**src/rtl/dtcm_pkg.sv**
```systemverilog
// dtcm_pkg: shared constants, bus payload types and helpers for the data-TCM arbiter.
//   N_PORTS / PORT_LSU / PORT_DBG : requester port indices
//   tcm_req_t                     : muxed request towards the TCM
//   tcm_rsp_t                     : registered response towards the requesters
package dtcm_pkg;

    localparam int unsigned N_PORTS    = 2;
    localparam int unsigned PORT_LSU   = 0;
    localparam int unsigned PORT_DBG   = 1;

    localparam int unsigned TCM_DATA_W = 32;
    localparam int unsigned TCM_ADDR_W = 32;
    localparam int unsigned TCM_LAU    = 8;
    localparam int unsigned TCM_BE_W   = TCM_DATA_W / TCM_LAU;

    typedef struct packed {
        logic                  we;
        logic [TCM_ADDR_W-1:0] addr;
        logic [TCM_DATA_W-1:0] wdata;
        logic [TCM_BE_W-1:0]   be;
    } tcm_req_t;

    typedef struct packed {
        logic                  rvalid;
        logic [TCM_DATA_W-1:0] rdata;
        logic                  err;
    } tcm_rsp_t;

    // Address of the highest enabled byte; one extra bit so addr near 2^N cannot wrap.
    function automatic logic [TCM_ADDR_W:0] hi_byte_addr(
        input logic [TCM_ADDR_W-1:0] addr,
        input logic [TCM_BE_W-1:0]   be
    );
        logic [TCM_ADDR_W:0] off;
        off = '0;
        for (int unsigned i = 0; i < TCM_BE_W; i++) begin
            if (be[i]) off = (TCM_ADDR_W+1)'(i);
        end
        return {1'b0, addr} + off;
    endfunction

endpackage

```
**src/rtl/dtcm_arbiter_if.sv**
```systemverilog
// dtcm_arbiter_if: requester-side req/gnt/rvalid bus of the data-TCM arbiter.
//   p_req_i/p_we_i/p_addr_i/p_wdata_i/p_be_i : per-port request fields (master drives)
//   p_gnt_o/p_rvalid_o                       : per-port handshake (slave drives)
//   p_rdata_o/p_err_o                        : shared response, qualified by p_rvalid_o
interface dtcm_arbiter_if
    import dtcm_pkg::*;
#(
    parameter int unsigned DATA_WIDTH = TCM_DATA_W,
    parameter int unsigned ADDR_WIDTH = TCM_ADDR_W,
    parameter int unsigned LAU        = TCM_LAU
) ();

    localparam int unsigned N_BYTES = DATA_WIDTH / LAU;

    logic [N_PORTS-1:0]                 p_req_i;
    logic [N_PORTS-1:0]                 p_we_i;
    logic [N_PORTS-1:0][ADDR_WIDTH-1:0] p_addr_i;
    logic [N_PORTS-1:0][DATA_WIDTH-1:0] p_wdata_i;
    logic [N_PORTS-1:0][N_BYTES-1:0]    p_be_i;
    logic [N_PORTS-1:0]                 p_gnt_o;
    logic [N_PORTS-1:0]                 p_rvalid_o;
    logic [DATA_WIDTH-1:0]              p_rdata_o;
    logic                               p_err_o;

    modport master (
        output p_req_i, p_we_i, p_addr_i, p_wdata_i, p_be_i,
        input  p_gnt_o, p_rvalid_o, p_rdata_o, p_err_o
    );

    modport slave (
        input  p_req_i, p_we_i, p_addr_i, p_wdata_i, p_be_i,
        output p_gnt_o, p_rvalid_o, p_rdata_o, p_err_o
    );

endinterface

```
**src/rtl/rr_arb2.sv**
```systemverilog
// rr_arb2: two-way round-robin arbiter, combinational grant, registered last-winner pointer.
//   clk, rst_n : clock, async active-low reset
//   req        : request per port
//   gnt        : one-hot grant (combinational), forced 0 while in reset
module rr_arb2
    import dtcm_pkg::*;
(
    input  logic               clk,
    input  logic               rst_n,
    input  logic [N_PORTS-1:0] req,
    output logic [N_PORTS-1:0] gnt
);

    logic r_last;
    logic w_last_nxt;

    // Reset to 1 so port 0 wins the first tie.
    always_ff @(posedge clk or negedge rst_n) begin
        if (!rst_n) r_last <= 1'b1;
        else        r_last <= w_last_nxt;
    end

    // Tie goes to the port that did not win last; pointer moves only on a grant.
    always_comb begin
        gnt        = '0;
        w_last_nxt = r_last;
        if (rst_n) begin
            case (req)
                2'b01:   gnt = 2'b01;
                2'b10:   gnt = 2'b10;
                2'b11:   gnt = r_last ? 2'b01 : 2'b10;
                default: gnt = 2'b00;
            endcase
            if (gnt[0])      w_last_nxt = 1'b0;
            else if (gnt[1]) w_last_nxt = 1'b1;
        end
    end

endmodule

```
**src/rtl/dtcm_arbiter.sv**
```systemverilog
// dtcm_arbiter: shares one data-TCM port between the LSU (port 0) and debug/DMA (port 1).
//   clk, rst_n : clock, async active-low reset
//   bus        : requester req/gnt/rvalid bus (slave side)
//   mem_*_o    : combinational request to the TCM, zero when nothing is granted
//   mem_data_i : combinational TCM read data, captured at the grant edge
module dtcm_arbiter
    import dtcm_pkg::*;
#(
    parameter int unsigned DATA_WIDTH = TCM_DATA_W,
    parameter int unsigned ADDR_WIDTH = TCM_ADDR_W,
    parameter int unsigned LAU        = TCM_LAU,
    parameter int unsigned SIZE_LAU   = 1024
) (
    input  logic                        clk,
    input  logic                        rst_n,
    dtcm_arbiter_if.slave               bus,
    output logic [DATA_WIDTH-1:0]       mem_data_o,
    output logic [ADDR_WIDTH-1:0]       mem_addr_o,
    output logic                        mem_we_o,
    output logic [DATA_WIDTH/LAU-1:0]   mem_be_o,
    input  logic [DATA_WIDTH-1:0]       mem_data_i
);

    localparam int unsigned N_BYTES = DATA_WIDTH / LAU;

    logic [N_PORTS-1:0]    w_gnt;
    logic                  w_any_gnt;
    logic                  w_port;
    tcm_req_t              w_req;
    logic [TCM_ADDR_W:0]   w_hi;
    logic                  w_err;
    logic [DATA_WIDTH-1:0] w_lane_mask;
    logic [DATA_WIDTH-1:0] w_rdata_nxt;

    tcm_rsp_t              r_rsp;
    logic                  r_port;

    rr_arb2 u_arb (
        .clk   (clk),
        .rst_n (rst_n),
        .req   (bus.p_req_i),
        .gnt   (w_gnt)
    );

    assign w_any_gnt = |w_gnt;

    // Request mux; stays all-zero when nothing is granted.
    always_comb begin
        w_req  = '0;
        w_port = 1'b0;
        for (int unsigned p = 0; p < N_PORTS; p++) begin
            if (w_gnt[p]) begin
                w_port      = 1'(p);
                w_req.we    = bus.p_we_i[p];
                w_req.addr  = bus.p_addr_i[p];
                w_req.wdata = bus.p_wdata_i[p];
                w_req.be    = bus.p_be_i[p];
            end
        end
    end

    // Out of range if the last enabled byte falls past the TCM, or nothing is enabled.
    assign w_hi  = hi_byte_addr(w_req.addr, w_req.be);
    assign w_err = (w_req.be == '0) || (w_hi >= (TCM_ADDR_W+1)'(SIZE_LAU));

    assign mem_we_o   = w_any_gnt & w_req.we & ~w_err;
    assign mem_be_o   = w_req.be;
    assign mem_addr_o = w_req.addr;
    assign mem_data_o = w_req.wdata;

    // Read data with disabled lanes zeroed; writes and errors respond with zero.
    always_comb begin
        w_lane_mask = '0;
        for (int unsigned b = 0; b < N_BYTES; b++) begin
            w_lane_mask[b*LAU +: LAU] = {LAU{w_req.be[b]}};
        end
        w_rdata_nxt = (w_err || w_req.we) ? '0 : (mem_data_i & w_lane_mask);
    end

    // Response register loads every cycle; reset drops any pending response.
    always_ff @(posedge clk or negedge rst_n) begin
        if (!rst_n) begin
            r_rsp  <= '0;
            r_port <= 1'b0;
        end else begin
            r_rsp.rvalid <= w_any_gnt;
            r_rsp.rdata  <= w_any_gnt ? w_rdata_nxt : '0;
            r_rsp.err    <= w_any_gnt & w_err;
            r_port       <= w_port;
        end
    end

    assign bus.p_gnt_o       = w_gnt;
    assign bus.p_rvalid_o[0] = r_rsp.rvalid & ~r_port;
    assign bus.p_rvalid_o[1] = r_rsp.rvalid &  r_port;
    assign bus.p_rdata_o     = r_rsp.rdata;
    assign bus.p_err_o       = r_rsp.err;

endmodule

```
**src/flat_wrapper.sv**
```systemverilog
// flat-port wrapper written by rule: the top's interface ports become plain ports
module dtcm_arbiter_flat import dtcm_pkg::*;
#(
    parameter int unsigned DATA_WIDTH = TCM_DATA_W,
    parameter int unsigned ADDR_WIDTH = TCM_ADDR_W,
    parameter int unsigned LAU        = TCM_LAU,
    parameter int unsigned SIZE_LAU   = 1024
)
  (clk, rst_n, mem_data_o, mem_addr_o, mem_we_o, mem_be_o, mem_data_i, bus_p_req_i, bus_p_we_i, bus_p_addr_i, bus_p_wdata_i, bus_p_be_i, bus_p_gnt_o, bus_p_rvalid_o, bus_p_rdata_o, bus_p_err_o);
  dtcm_arbiter_if #(.DATA_WIDTH(DATA_WIDTH), .ADDR_WIDTH(ADDR_WIDTH), .LAU(LAU)) bus_i ();
  input  logic clk;
  input  logic rst_n;
  output logic [DATA_WIDTH-1:0] mem_data_o;
  output logic [ADDR_WIDTH-1:0] mem_addr_o;
  output logic mem_we_o;
  output logic [DATA_WIDTH/LAU-1:0] mem_be_o;
  input  logic [DATA_WIDTH-1:0] mem_data_i;
  input wire logic [$bits(bus_i.p_req_i)-1:0] bus_p_req_i;
  input wire logic [$bits(bus_i.p_we_i)-1:0] bus_p_we_i;
  input wire logic [$bits(bus_i.p_addr_i)-1:0] bus_p_addr_i;
  input wire logic [$bits(bus_i.p_wdata_i)-1:0] bus_p_wdata_i;
  input wire logic [$bits(bus_i.p_be_i)-1:0] bus_p_be_i;
  output wire logic [$bits(bus_i.p_gnt_o)-1:0] bus_p_gnt_o;
  output wire logic [$bits(bus_i.p_rvalid_o)-1:0] bus_p_rvalid_o;
  output wire logic [$bits(bus_i.p_rdata_o)-1:0] bus_p_rdata_o;
  output wire logic [$bits(bus_i.p_err_o)-1:0] bus_p_err_o;
  assign bus_i.p_req_i = bus_p_req_i;
  assign bus_i.p_we_i = bus_p_we_i;
  assign bus_i.p_addr_i = bus_p_addr_i;
  assign bus_i.p_wdata_i = bus_p_wdata_i;
  assign bus_i.p_be_i = bus_p_be_i;
  assign bus_p_gnt_o = bus_i.p_gnt_o;
  assign bus_p_rvalid_o = bus_i.p_rvalid_o;
  assign bus_p_rdata_o = bus_i.p_rdata_o;
  assign bus_p_err_o = bus_i.p_err_o;
  dtcm_arbiter #(.DATA_WIDTH(DATA_WIDTH), .ADDR_WIDTH(ADDR_WIDTH), .LAU(LAU), .SIZE_LAU(SIZE_LAU)) u_core (.clk(clk), .rst_n(rst_n), .bus(bus_i), .mem_data_o(mem_data_o), .mem_addr_o(mem_addr_o), .mem_we_o(mem_we_o), .mem_be_o(mem_be_o), .mem_data_i(mem_data_i));
endmodule
```
**config.mk**
```make
export PLATFORM = sky130hd
export DESIGN_NAME = dtcm_arbiter_flat
export DESIGN_NICKNAME = d
export VERILOG_FILES = /design/src/rtl/dtcm_pkg.sv /design/src/rtl/dtcm_arbiter_if.sv /design/src/rtl/rr_arb2.sv /design/src/rtl/dtcm_arbiter.sv /design/src/flat_wrapper.sv
export SDC_FILE = /design/constraint.sdc
export NUM_CORES = 1
export LEC_CHECK = 0
export BUFFER_PORTS_ARGS = -buffer_cell sky130_fd_sc_hd__buf_2
export CAP_MARGIN = 0
export CELL_PAD_IN_SITES_DETAIL_PLACEMENT = 2
export CELL_PAD_IN_SITES_GLOBAL_PLACEMENT = 2
export CORE_UTILIZATION = 20
export DETAILED_ROUTE_END_ITERATION = 6
export PLACE_DENSITY = 0.84
export SLEW_MARGIN = 20
export SYNTH_ARGS = -nofsm -noshare
export SYNTH_HDL_FRONTEND = slang
export SYNTH_SLANG_ARGS = --single-unit
```
**constraint.sdc**
```tcl
create_clock -name clk -period 4.7 [get_ports clk]
set_input_delay 0 -clock clk [delete_from_list [all_inputs] [get_ports clk]]
set_output_delay 0 -clock clk [all_outputs]
set_load 0.02 [all_outputs]
```
==> impl_metrics.toml, run 1 <==
[outcome]
status = "completed"

[synthesis]
synth_area_leaders = "dfrtp_1 (25%), nor3_2 (8.9%), a22o_1 (8.6%)"
synth_xor_area_share_pct = 1.77
synth-simple-area-share_pct = 30.1
synth_seq_area_share_pct = 26.0
synth_top_area_share_pct = 25.3
synth_ff_type = "dfrtp_1"
syn_nets = 580
synth_top_family_by_area = "simple AND/OR/NAND/NOR gates"
ys_ff_latch = 36
synth_top_cell_by_area = "dfrtp_1"
netlist-cell-type-count = 57
synthArstFlopShare_pct = 100
synth-compound-area-share_pct = 25.4
yosys_warnings = 0
synth_mux_area_share_pct = 0.866
postSynthCellCount = 403
synth_edf_count = 0
synth_fa_ha_area_share_pct = 1.30
syn_area_per_cell_sq_um = 8.61
netlist_area_sq_um = 3470

[power]
p_comb_share_pct = 41.8
total_power_mw = 1.11
powerDensity_nw_per_um2 = 209
p_int_mw = 0.689
p_clk_share_pct = 29.6
leakagePower_nw = 2.68
irDropWorstVdd_mv = 0.133
swShare_pct = 37.8
p_seq_share_pct = 28.6
p_sw_mw = 0.419

[placement]
dpl.hpwl_mm = 14.5
portBuffers = 279
dpl.cell_count = 849
gp_congestion = 0.844
dpl_cell_area_sq_um = 4800
dp_worst_setup_slack_ns = 0.170

[clock_network]
clockBufferDepth = 2
cts_tree = "yes"
cts-htree-levels = 2
post_cts_buffers = 0
clock_latency_ns = 0.28
cts_buffers = 5
cts.sinks = 36
clockRootBuffer = "clkbuf_16"
clkTransAtPathRegs_ns = 0.06

[route]
drt_wl_total_mm = 17.8
highest_layer = "met4"
num_vias = 4257
wl_met3_um = 982
wl_met1_mm = 7.42
drcViolationCount = 0
firstDrtPassIters = 4
wl_per_cell_um = 20.0
first_iter_violations = 130
route.met2.wl_mm = 9.40
ant_nets = 0
vias_per_cell = 4.77

[critical_path]
worstPathRequired_ns = 4.70
cpMostUsedCell = "and2_2"
path_buf_inv = 3
slowest_stage = "dfstp_2"
path_delay_family = "simple AND/OR/NAND/NOR gates"
cp_max_fo = 34
critical_path_class = "reg -> out"
worst_ep_arrival_time_ns = 4.44
cp-start-kind = "register"
end_kind = "output pin"
path_cells = "or2b_2, and2_2, a22oi_2, nor2_1, o21ai_1, ha_1, inv_1, fa_1, nor3_1, and2_2, nand3_1, a2bb2oi_1, a2111oi_4, o2111ai_4, buf_8, nor3b_2, buf_2"
crit_path_max_incr_delay_ns = 0.39

[sta]
finalMaxSlewViolations = 0
worst_pin_slew_ns = 1.03
setup_viol = 0
max_freq_mhz = 225
fin_ws_ns = 0.258
fin_tns_setup_ns = 0
fin_crit_ns = 4.44
holdWs_ns = 0.100
fin_crit_sh_pct = 94.5
clock_skew_ns = 0.00905
hold_viol = 0
relSlewSlack_pct = 30.9
rsz0062_at_grt = "no"

[final_layout]
syn2layout_area_growth_pct = 52.9
multi_input_area_sq_um = 2080
drive_gt1_share_pct = 51.9
final_common_cell = "buf_2"
fin_nets = 846
final_util_pct = 31.6
mostFrequentLayoutCells = "buf_2 (279), nand2_1 (44), dfrtp_1 (35)"
fillers = 1976
seq_area_sq_um = 902
design_area_sq_um = 5300
stdcell_count = 892

[global_route]
grt_pass1_wl_mm = 27.0
grt_pass1_vias = 4654
grt_overflow_total = 0
antenna_found_initial = 2
grt_usage_pct = 19.7
grt_max_degree = 39

[floorplanning]
die_y_um = 134
core_sq_um = 16800
io_pins = 280
dieArea_sq_um = 17900
die_w_um = 134
start_util_pct = 20.7
num_rows = 47

[worst_hold_path]
hold_class = "in -> reg"

[job]
drv_cap = 0
-- state kept, by name, summed over array words and instances (netlist names) --
| name | cells |
|---|---|
| u_core.r_rsp | 1 |
| u_core.bus.p_rdata_o | 32 |
| u_core.bus.p_err_o | 1 |
| u_core.r_port | 1 |
| u_core.u_arb.r_last | 1 |
-- synthesized netlist by cell type, drive strengths merged (3+ instances only) --
cell type  count
a32oi         23
and3           4
a22oi          8
xnor2          7
a22o          34
mux2i          3
a21oi          5
nor3          41
a32o           6
buf           54
nand3         10
nand2         44
nor2          33
nand2b         5
clkbuf        11
dfrtp         35
nand4         11
and4           4
and2           8
nor4           4
o21ai          6
inv           16
-- worst reg2reg max path: stages (launching register included) --
cell and delay [ns]:
dfstp_2 0.39, or2b_2 0.31, and2_2 0.24, a22oi_2 0.24
nor2_1 0.09, o21ai_1 0.22, ha_1 0.21, inv_1 0.05
fa_1 0.35, nor3_1 0.26, and2_2 0.26, nand3_1 0.14
a2bb2oi_1 0.20, a2111oi_4 0.39, o2111ai_4 0.18, buf_8 0.24
o21a_1 0.23
-- repair_timing --
action	4_1_cts	5_1_grt
hold buffers	33	0
setup endpoints to repair	1	1
gates resized for setup	2	6
hold endpoints to repair	33	0
-- power groups by stage --
stage	clock (mW)	sequential, mW	combinational, mW
floorplan	0	0.322	0.259
global placement	0	0.322	0.437
detailed placement	0	0.322	0.444
CTS	0.337	0.316	0.467
global route	0.349	0.317	0.502
finish	0.328	0.316	0.463
-- routing by layer --
metal | vias to the layer above | track usage (%)
li1 | 1999 | -
met1 | 2074 | 23.9
met2 | 180 | 37.2
met3 | 4 | 3.35
met4 | 0 | 1.89
met5 | - | 0
-- layout make-up --
cell class	instances	area share [%]
inverters	16	1.13
diodes	2	0.0944
repair buffers	324	34.6
flip-flops and latches	36	17.0
well taps	220	5.19
clock buffers	5	2.36
clock inverters	3	0.354
multi-input cells	286	39.2
-- cell families (layout without fill, tap and decap cells) --
family / after synthesis / count (layout)
compound gates: 101 / 101
xor+xnor: 7 / 7
fa+ha+maj: 3 / 3
buf+inv: 81 / 348
flops: 36 / 36
mux: 3 / 3
other cells: 0 / 2
simple gates: 172 / 172
-- path summary, 6_finish.rpt --
| check | start | endpoint | slack [ns] | cells after the start |
|---|---|---|---|---|
| worst max-delay path | u_core.u_arb.r_last | mem_we_o | 0.26 | 17 |
| worst min-delay path | bus_p_req_i[1] | u_core.r_rsp[33] | 0.1 | 3 |
| worst max register to register | u_core.u_arb.r_last | u_core.bus.p_err_o | 0.59 | 16 |
| worst min register to register | u_core.u_arb.r_last | u_core.u_arb.r_last | 0.54 | 1 |
| max in group asynchronous | rst_n | u_core.bus.p_rdata_o[3] | 3.65 | 3 |
| min in group asynchronous | rst_n | u_core.u_arb.r_last | 0.52 | 2 |
(Power assumes the default switching activity.)
==> run 2, diff against run 1 <==
==> constraint.sdc (replaced) <==
create_clock -name clk -period 4.15 [get_ports clk]
set_input_delay 0 -clock clk [delete_from_list [all_inputs] [get_ports clk]]
set_output_delay 0 -clock clk [all_outputs]
set_load 0.02 [all_outputs]
==> impl_metrics.toml, run 2 (synthesized netlist as in run 1, its figures left out) <==
[clock_network]
cts_tree = "yes"
cts-htree-levels = 2
cts_buffers = 5
clockBufferDepth = 2
clkTransAtPathRegs_ns = 0.06
clock_latency_ns = 0.28
cts.sinks = 36
clockRootBuffer = "clkbuf_16"

[final_layout]
fillers = 1994
drive_gt1_share_pct = 54.9
seq_area_sq_um = 902
largest_register_ffs = 32
diodes = 0
mostFrequentLayoutCells = "buf_2 (278), nand2_1 (44), dfrtp_1 (35)"
final_common_cell = "buf_2"
design_area_sq_um = 5570
fin_nets = 866
syn2layout_area_growth_pct = 60.5
multi_input_area_sq_um = 2180
stdcell_count = 910

[placement]
dpl_cell_area_sq_um = 4890
gp_congestion = 0.836
dp_worst_setup_slack_ns = -0.112
portBuffers = 279
dpl.hpwl_mm = 14.5
dpl.cell_count = 860

[power]
p_sw_mw = 0.474
p_seq_share_pct = 26.8
total_power_mw = 1.34
swShare_pct = 35.4
powerDensity_nw_per_um2 = 240
leakagePower_nw = 2.82
p_int_mw = 0.864
irDropWorstVdd_mv = 0.169
p_comb_share_pct = 41.5
p_clk_share_pct = 31.7

[route]
firstDrtPassIters = 4
ant_nets = 0
drcViolationCount = 0
wl_per_cell_um = 19.8
first_iter_violations = 134
vias_per_cell = 4.73
num_vias = 4305
drt_wl_total_mm = 18.0

[sta]
clock_skew_ns = 0.00492
max_freq_mhz = 254
holdWs_ns = 0.0500
rsz0062_at_grt = "no"
hold_viol = 0
fin_crit_sh_pct = 94.7
setup_viol = 0
relSlewSlack_pct = 52.7
fin_ws_ns = 0.221
fin_crit_ns = 3.93
worst_pin_slew_ns = 0.707
finalMaxSlewViolations = 0

[worst_hold_path]
hold_class = "in -> reg"
worst_hold_path.endpoint = "u_core.r_rsp[33]"
min-delay-start = "bus_p_req_i[1]"
min_delay_path_depth = 3

[global_route]
grt_overflow_total = 0
grt_usage_pct = 19.8
antenna_found_initial = 1
grt_pass1_vias = 4749
grt_max_degree = 39
grt_pass1_wl_mm = 27.3

[floorplanning]
io_pins = 280
die_w_um = 134
core_sq_um = 16800
start_util_pct = 20.7
dieArea_sq_um = 17900
die_y_um = 134
num_rows = 47

[critical_path]
worst_ep_arrival_time_ns = 3.93
end_kind = "output pin"
reg2reg_to = "u_core.bus.p_rdata_o[8]"
reg2reg_depth = 18
ff2ff_setup_slack_ns = 0.23
critical_path_class = "reg -> out"
cp-start-kind = "register"
worstPathRequired_ns = 4.15
worstReg2RegStart = "u_core.u_arb.r_last"
cp_max_fo = 5

[job]
drv_cap = 0

[outcome]
status = "completed"
run 2: cell count changes in the layout (fill, tap and decap cells not counted), sizes merged:
cell    before  now
buf        291  311
clkinv       3    1
diode        2    0
bufinv       0    1
clkbuf       5    6
run 2: per-stage QoR:
step | TNS (ns) | utilization (%)
floorplan | 0 | -
detailed placement | -2.13 | 29.2
global route | 0 | 33.2
finish | 0 | 33.2
global placement | 0 | 29.2
CTS | 0 | 32.4
run 2: power by group through the flow:
stage | Combinational, mW | Sequential (mW) | Clock (mW)
final | 0.556 | 0.359 | 0.424
after global routing | 0.601 | 0.359 | 0.451
after CTS | 0.548 | 0.358 | 0.445
after detailed placement | 0.514 | 0.365 | 0
after global placement | 0.502 | 0.365 | 0
after floorplan | 0.296 | 0.365 | 0
run 2: worst max-delay path, cell delays in order, from the launching register on:
cell	delay, ns
dfstp_2	0.56
or2b_4	0.13
and2_4	0.17
a22oi_1	0.09
nand2b_4	0.17
o21ai_2	0.14
ha_2	0.20
inv_1	0.06
fa_2	0.40
nor3_4	0.18
and2_4	0.17
buf_6	0.11
nand3_4	0.09
a2bb2oi_4	0.17
a2111oi_4	0.38
o2111ai_4	0.21
nor3b_4	0.27
buf_6	0.15
run 2: worst max path at each step:
stage / slack [ns] / cells after the start / end / from
5_1_grt: 0.01 / 17 / mem_we_o / u_core.u_arb.r_last
3_3_place_gp: 0.14 / 16 / u_core.bus.p_rdata_o[31] / u_core.u_arb.r_last
4_1_cts: 0.05 / 16 / mem_we_o / u_core.u_arb.r_last
2_1_floorplan: 0.02 / 19 / u_core.bus.p_rdata_o[10] / u_core.u_arb.r_last
6_report: 0.22 / 17 / mem_we_o / u_core.u_arb.r_last
3_5_place_dp: -0.11 / 16 / u_core.bus.p_rdata_o[31] / u_core.u_arb.r_last
run 2: area by class of cell:
cell class / instances / area share, %
clock inverter: 2 / 0.629
clock buffer: 6 / 2.31
inverter: 16 / 1.08
tap: 220 / 4.94
sequential: 36 / 16.2
timing repair buffer: 344 / 35.7
multi-input combinational: 286 / 39.1
run 2: repair_timing:
action | 4_1_cts | 5_1_grt
endpoints found under the setup margin | 33 | 32
buffers inserted | 3 | 6
pin swaps | 6 | 10
hold buffers | 33 | 0
hold endpoints to repair | 37 | 0
resized for setup | 12 | 15
run 2: layer usage:
metal / vias to the layer above / share of wire, % / global-route usage (%)
li1: 2031 / - / -
met1: 2116 / 42 / 23.5
met2: 150 / 53 / 37.6
met3: 8 / 5.2 / 3.23
met4: 0 / 0.47 / 2.84
met5: - / 0 / 0
